File: src/rtl/gf2_poly_pkg.sv
// Shared parameters and state encoding for the bit-serial GF(2)[x] long divider.
// The counter width is derived from the operand width so the two cannot drift apart.
package gf2_poly_pkg;

  localparam int WIDTH_DEF = 224;

  function automatic int cnt_w(input int width);
    return $clog2(2 * width);
  endfunction

  localparam int CNT_W_DEF = cnt_w(WIDTH_DEF);

  typedef enum logic [1:0] {
    IDLE = 2'd0,
    RUN  = 2'd1,
    ZERO = 2'd2
  } state_t;

endpackage

File: src/rtl/leading_one_detector.sv
// Combinational priority encoder: index of the most significant set bit plus an all-zero flag.
module leading_one_detector #(
  parameter int N     = 225,
  parameter int IDX_W = (N > 1) ? $clog2(N) : 1
) (
  input  logic [N-1:0]     vec,
  output logic [IDX_W-1:0] idx,
  output logic             zero
);

  // NOTE: every output gets a default before the loop so no path leaves it unassigned (no latch).
  always_comb begin
    idx  = '0;
    zero = 1'b1;
    for (int i = 0; i < N; i++) begin
      if (vec[i]) begin
        idx  = IDX_W'(i);
        zero = 1'b0;
      end
    end
  end

endmodule

File: src/rtl/gf2_poly_divider.sv
// Bit-serial GF(2)[x] long divider: 2*WIDTH-bit dividend by a divisor of degree <= WIDTH,
// one quotient bit per clock, with a start/busy/done handshake.
module gf2_poly_divider
  import gf2_poly_pkg::*;
#(
  parameter int WIDTH = WIDTH_DEF,
  parameter int CNT_W = cnt_w(WIDTH)
) (
  input  logic                 clk,
  input  logic                 rst,
  input  logic                 start,
  input  logic [2*WIDTH-1:0]   dividend,
  input  logic [WIDTH:0]       divisor,
  output logic                 busy,
  output logic                 done,
  output logic                 div_zero,
  output logic [2*WIDTH-1:0]   q,
  output logic [WIDTH-1:0]     r
);

  localparam int DEG_W = $clog2(WIDTH + 1);

  state_t             state;
  logic [CNT_W-1:0]   cnt;
  logic [2*WIDTH-1:0] dvd;
  logic [WIDTH-1:0]   dvs;
  logic [DEG_W-1:0]   deg;
  logic [WIDTH-1:0]   rem;

  logic [DEG_W-1:0]   lod_idx;
  logic               lod_zero;
  logic [WIDTH:0]     rem_shift;
  logic               hit;
  logic [WIDTH-1:0]   rem_next;

  leading_one_detector #(
    .N    (WIDTH + 1),
    .IDX_W(DEG_W)
  ) u_lod (
    .vec (divisor),
    .idx (lod_idx),
    .zero(lod_zero)
  );

  // The divisor's leading term always cancels the shifted remainder's bit deg, so only the bits
  // below WIDTH are kept; the remainder's top bit is identically zero after every step.
  always_comb begin
    rem_shift = {rem, dvd[cnt]};
    hit       = rem_shift[deg];
    rem_next  = rem_shift[WIDTH-1:0] ^ (hit ? dvs : '0);
  end

  // NOTE: all state is updated with non-blocking assignments so every branch sees pre-edge values.
  always_ff @(posedge clk) begin
    if (rst) begin
      state    <= IDLE;
      cnt      <= '0;
      dvd      <= '0;
      dvs      <= '0;
      deg      <= '0;
      rem      <= '0;
      q        <= '0;
      r        <= '0;
      busy     <= 1'b0;
      done     <= 1'b0;
      div_zero <= 1'b0;
    end else begin
      done <= 1'b0;
      case (state)
        IDLE: begin
          if (start) begin
            busy     <= 1'b1;
            div_zero <= 1'b0;
            if (lod_zero) begin
              state <= ZERO;
            end else begin
              dvd   <= dividend;
              dvs   <= divisor[WIDTH-1:0];
              deg   <= lod_idx;
              rem   <= '0;
              q     <= '0;
              cnt   <= CNT_W'(2 * WIDTH - 1);
              state <= RUN;
            end
          end
        end

        RUN: begin
          rem    <= rem_next;
          q[cnt] <= hit;
          if (cnt == '0) begin
            r     <= rem_next;
            done  <= 1'b1;
            busy  <= 1'b0;
            state <= IDLE;
          end else begin
            cnt <= cnt - 1'b1;
          end
        end

        ZERO: begin
          q        <= '0;
          r        <= '0;
          div_zero <= 1'b1;
          done     <= 1'b1;
          busy     <= 1'b0;
          state    <= IDLE;
        end

        default: begin
          busy  <= 1'b0;
          state <= IDLE;
        end
      endcase
    end
  end

endmodule

File: config.mk
export PLATFORM = sky130hd
export DESIGN_NAME = gf2_poly_divider
export DESIGN_NICKNAME = d
export VERILOG_FILES = /design/src/rtl/gf2_poly_pkg.sv /design/src/rtl/leading_one_detector.sv /design/src/rtl/gf2_poly_divider.sv
export SDC_FILE = /design/constraint.sdc
export NUM_CORES = 2
export LEC_CHECK = 0
export ABC_AREA = 0
export CAP_MARGIN = 20
export CORE_AREA = 5 5 526 528
export DETAILED_ROUTE_END_ITERATION = 8
export DIE_AREA = 0 0 531 533
export PLACE_DENSITY_LB_ADDON = 0.12
export SETUP_SLACK_MARGIN = 0.15
export SYNTH_ARGS = -nofsm -noshare
export SYNTH_HDL_FRONTEND = slang
export SYNTH_SLANG_ARGS = --single-unit
File: constraint.sdc
create_clock -name clk -period 12.9 [get_ports clk]
set_clock_uncertainty 0.15 [all_clocks]
set_input_delay 2.58 -clock clk [delete_from_list [all_inputs] [get_ports clk]]
set_output_delay 2.58 -clock clk [all_outputs]
set_load 0.05 [all_outputs]
Word-level counts from Yosys, hierarchy flattened
Index checks and enable logic that the tools add are counted.
Storage, ports and cells
  register bits after elaboration: 1590
  input port bits: 676
  output and inout bits: 675
  word-level logic and storage cells: 517
Operators by class
  add/subtract/negate cells: 1
  magnitude comparators: 3
  equality and inequality tests: 6
  multiplexer cells: 480
  bitwise logic cells: 2
  reductions and logical operators: 14
Operator list (count)
  case mux 448 bit (3 select lines): 1
  2-to-1 mux 224 bit: 4
  2-to-1 mux 448 bit: 2
  case mux 224 bit (2 select lines): 2
  2-to-1 mux 8 bit: 97
  bitwise mux 448 bit: 1
  2-to-1 mux 7 bit: 64
  2-to-1 mux 1 bit: 233
  XOR 224 bit: 1
  2-to-1 mux 6 bit: 32
  2-to-1 mux 5 bit: 16
  2-to-1 mux 4 bit: 8
  2-to-1 mux 9 bit: 3
  case mux 9 bit (2 select lines): 1
  2-to-1 mux 3 bit: 4
  < comparator 9 x 10 -> 1 bit (second input constant): 1
  2-to-1 mux 2 bit: 5
  binary-select mux 1 bit (select 9 bit): 1
  demux 1 bit (select 9 bit): 1
  >= comparator 9 x 1 -> 1 bit (second input constant): 1
  logical NOT 9 bit: 1
  < comparator 8 x 9 -> 1 bit (second input constant): 1
  AND reduction 3 bit: 3
  subtractor 9 x 1 -> 9 bit (second input constant): 1
  13 further kinds: 22

Longest topological paths before layout
  depth after elaboration: 228
  mapped depth: 19
  mapped depth without buffers: 10

Modules after synthesis
A second synthesis with hierarchy kept.
Second synthesis, totals
  cell total of the unflattened synthesis: 10461
  area total of the unflattened synthesis: 80633.6 um^2
Modules (own cells, without submodules)
  gf2_poly_divider: times used 1, cells an instance 9929, area each 77657.0 um^2, sequential area each 31830.5 um^2
  leading_one_detector: times used 1, cells an instance 532, area each 2976.6 um^2, sequential area each 0.0 um^2

Worst setup path before layout
No wires, ideal clock.
  path kind: input-to-reg
  start: input divisor[156]
  end: register q[15]
  setup time: 0.137 ns
  data arrival time: 5.542 ns
  required time: 12.613 ns
  slack: 7.072 ns
  stages on the path: 11
  buffers on the path: 3
  path through: or4_1 nand4b_1 nor4_1 nand2_1 o311ai_2 a21oi_1 clkbuf_1 clkbuf_1 nand4_1 clkbuf_1 o22ai_1
On the way
  cells in the longest elaborated chain, start to end: 71
Ends and longest elaborated chain
  start: declaration: line gf2_poly_divider.sv:13  | input logic [WIDTH:0] divisor,
  2-to-1 mux 1 bit (69 in a row): line leading_one_detector.sv:16  | if (vec[i]) begin
  inequality test 2 bit (no line)
  AND reduction 3 bit (no line)
  end signal: indexed assignment: line gf2_poly_divider.sv:90  | q[cnt] <= hit;
  end: declaration: line gf2_poly_divider.sv:17  | output logic [2*WIDTH-1:0] q,
No other way between the ends.
A chain may end at the register's enable or synchronous reset.

Worst setup path after layout
  start: input divisor[137]
  end: register dvd[318]
On the way
  cells in the longest elaborated chain, start to end: 90
Ends and longest elaborated chain
  2-to-1 mux 1 bit (88 in a row): line leading_one_detector.sv:16
  NOT 1 bit (no line)
  AND reduction 3 bit (no line)
  end signal: assignment: line gf2_poly_divider.sv:77  | dvd <= dividend;
  end: declaration: line gf2_poly_divider.sv:25  | logic [2*WIDTH-1:0] dvd;
No other way between the ends.

==> impl_metrics.yaml <==
critical_path:
  slowest_delay_ns: 0.92
  critPathLaunchType: "primary input"
  slowest_stage: "buf_4"
  crit_chain: "clkdlybuf4s50_1 > nor4_1 > nand4b_1 > nor4_1 > nand2_1 > o311ai_4 > buf_4 > buf_4 > buf_4 > buf_4 > nand2_1 > a21oi_1"
  crit_arrival_ns: 9.27
  cp.required_ns: 13.48
  critPathKind: "in2reg"
  critPathMaxFanout: 104
  critPathCaptureType: "flop"
  critPathMostFrequentCell: "buf_4"
  crit_family: "buffers and inverters"
  path_buf_inv: 5
sta:
  tightest_slew_ns: 1.53
  slew_viol_final: 73
  min_period_ns: 8.69
  finalWorstSetupSlack_ns: 4.21
  finalHoldViolCount: 0
  finalCritPeriodShare_pct: 67.3
  setup_viol: 0
  fin_tns_setup_ns: 0
  slew_headroom_pct: -2.32
  fmax_mhz: 115
  rsz0062_at_grt: "no"
floorplanning:
  die-area_um2: 283000
  fp.dieW_um: 531
  initial_utilization_pct: 28.3
  die_y_um: 533
  rows: 192
  coreArea_um2: 272000
  io_pins: 1351
finish:
  layout_common_cells: "nand2_1, dfxtp_1, clkdlybuf4s50_1"
  drive_gt1_share_pct: 7.36
  final_area_um2: 99300
  fin_cells: 14200
  syn_to_final_growth_pct: 29.0
  multi_input_area_um2: 41300
  layout_commonest_cell: "nand2_1"
  regArea_um2: 31800
  nets: 11100
  fill_cells: 28000
job:
  max-cap-violations: 0
placement:
  portBuffers: 1350
  globalplace.congestion: 0.865
  place_inst: 13800
  place_area_um2: 92600
  pre_cts_ws_ns: 3.57
  hpwlAfterDp_um: 262000
drt:
  viasPerCell: 5.47
  dr.pass1.iters: 6
  vias: 77600
  wl_um: 381000
  first_iter_violations: 7186
  ant_nets: 0
  wl_per_cell_um: 26.9
  drc: 0
run_status:
  violations: "slew limit"
  status: "complete, but fails checks"
worst_hold_path:
  min_path_type: "reg2reg"
clock_tree:
  cts_sinks: 1590
  tritoncts: "built"
  clk_pin_slew_worst_paths_ns: 0.06
  cts_buffers: 198
  h-tree-depth: 4
  ctsRootBufferMaster: "clkbuf_16"
  cts_setup_buffers: 0
  ctsResizeCount: 0
  hold_buffers: 0
  insertion_delay_ns: 0.87
  cts_buffer_depth: 4
power_and_ir_drop:
  power.density_nw_per_um2: 129
  cellLeakagePower_nw: 34.5
  irDropWorstVdd_v: 0.000116
logic_synthesis:
  synth_edf_count: 0
  synthesis.nets: 10300
  ys_seq_area_share_pct: 41.3
  avgSynthCellArea_um2: 8.03
  ys_types: 77
  synth_cells: 9594
  async_reset_ff_share_pct: 0
  synthFlopType: "dfxtp_1"
  ys_seq_elements: 1590
  yosys_warnings: 0
  syn_area_um2: 77000
global_route:
  track_usage_pct: 25.4
  grt_overflow: 0
  antenna_found_initial: 66
  grt_pass1_wl_um: 538000
  grt_pass1_vias: 72300
  grt_max_degree: 251
==> synth_stat cells (9+ instances only) <==
cell type / n / area share, %
a22o_1: 9 / 0.10
nand4_1: 22 / 0.18
o21ai_0: 494 / 3.2
nor2b_1: 243 / 2.0
o22ai_2: 95 / 1.5
dfxtp_1: 1590 / 41
buf_6: 19 / 0.28
o21ai_1: 21 / 0.14
a22oi_1: 483 / 4.7
nor4_1: 79 / 0.64
nor2_1: 117 / 0.57
a221oi_1: 9 / 0.10
nand3_1: 511 / 3.3
buf_1: 30 / 0.15
o22ai_1: 328 / 2.7
mux4_2: 167 / 4.9
nand4b_1: 226 / 2.6
mux2_1: 195 / 2.9
nor3_1: 58 / 0.38
a31oi_1: 13 / 0.11
inv_1: 64 / 0.31
buf_4: 29 / 0.28
nand3b_1: 227 / 2.2
a211oi_1: 13 / 0.13
mux2_2: 30 / 0.44
a21oi_1: 746 / 4.8
nand2_1: 2762 / 13
o31ai_1: 20 / 0.19
clkbuf_1: 715 / 3.5
o211ai_1: 9 / 0.088
mux2i_1: 40 / 0.52
ha_1: 9 / 0.15
buf_2: 90 / 0.58
==> per-stage QoR <==
step / power [W] / utilization, % / hold slack, ns
global route: 0.0133 / 36.5 / 0.315
global placement: 0.00734 / 34.1 / 0.290
floorplan: 0.00648 / - / 0.282
detailed placement: 0.00736 / 34.1 / 0.295
CTS: 0.0130 / 36.4 / 0.303
finish: 0.0128 / 36.5 / 0.301
==> layout make-up <==
type	count	share of cell area [%]
Antenna cell	33	0.0831
Clock buffer	305	5.94
Clock inverter	37	0.447
Inverter	66	0.249
Multi-Input combinational cell	7049	41.6
Sequential cell	1590	32.1
Tap cell	3589	4.52
Timing Repair Buffer	1500	15.1
==> final timing paths <==
kind                    to  cells after the start    startpoint  slack [ns]
setup / recovery  dvd[318]                     12  divisor[137]        4.21
setup reg to reg   rem[54]                     14        cnt[0]        5.37
hold reg to reg   dvd[214]                      2      dvd[214]        0.30
hold / removal    dvd[214]                      2      dvd[214]        0.30
==> flip-flops by register name, summed over array words and instances, names as in the netlist <==
| name | count |
|---|---|
| dvs | 224 |
| cnt | 9 |
| r | 224 |
| q | 448 |
| state | 2 |
| busy | 1 |
| done | 1 |
| deg | 8 |
| dvd | 448 |
| div_zero | 1 |
| rem | 224 |
==> cells by family (layout without fill, tap and decap cells) <==
family	Yosys count	count (layout)	synth area share, %
mux	434	434	8.76
fa+ha+maj	9	9	0.146
buf+inv	955	1908	5.25
xor+xnor	6	6	0.0682
simple gates	4294	4294	25.9
flops	1590	1590	41.3
other cells	0	33	0
compound gates	2306	2306	18.6
==> power breakdown <==
part / switching (W) / leakage, nW / internal, W / total (W)
Clock: 0.00231 / 3.13 / 0.00327 / 0.00557
Combinational: 0.00138 / 18.5 / 0.000652 / 0.00203
Sequential: 0.000153 / 12.9 / 0.00507 / 0.00523
Total: 0.00384 / 34.5 / 0.00899 / 0.0128
==> worst register-to-register path, cell delays in order (launching register included) <==
cell      delay, ns
dfxtp_4        0.66
buf_12         0.39
buf_4          0.86
mux4_2         0.67
a22oi_1        0.56
nand2_1        0.32
a22oi_1        0.23
o221ai_1       0.18
a41o_1         0.30
nor4_2         0.67
o41a_2         0.35
buf_4          0.64
buf_12         0.58
mux2_1         0.83
nand2_1        0.06
==> metal layers <==
metal  vias to the layer above  GRT usage [%]  wire length [µm]
li1                      35600              -                 -
met1                     38200           32.4            158000
met2                      3025           40.6            174000
met3                       669           5.38             28300
met4                        36           12.3             21300
met5                         -              0               223
(Power assumes the default switching activity.)
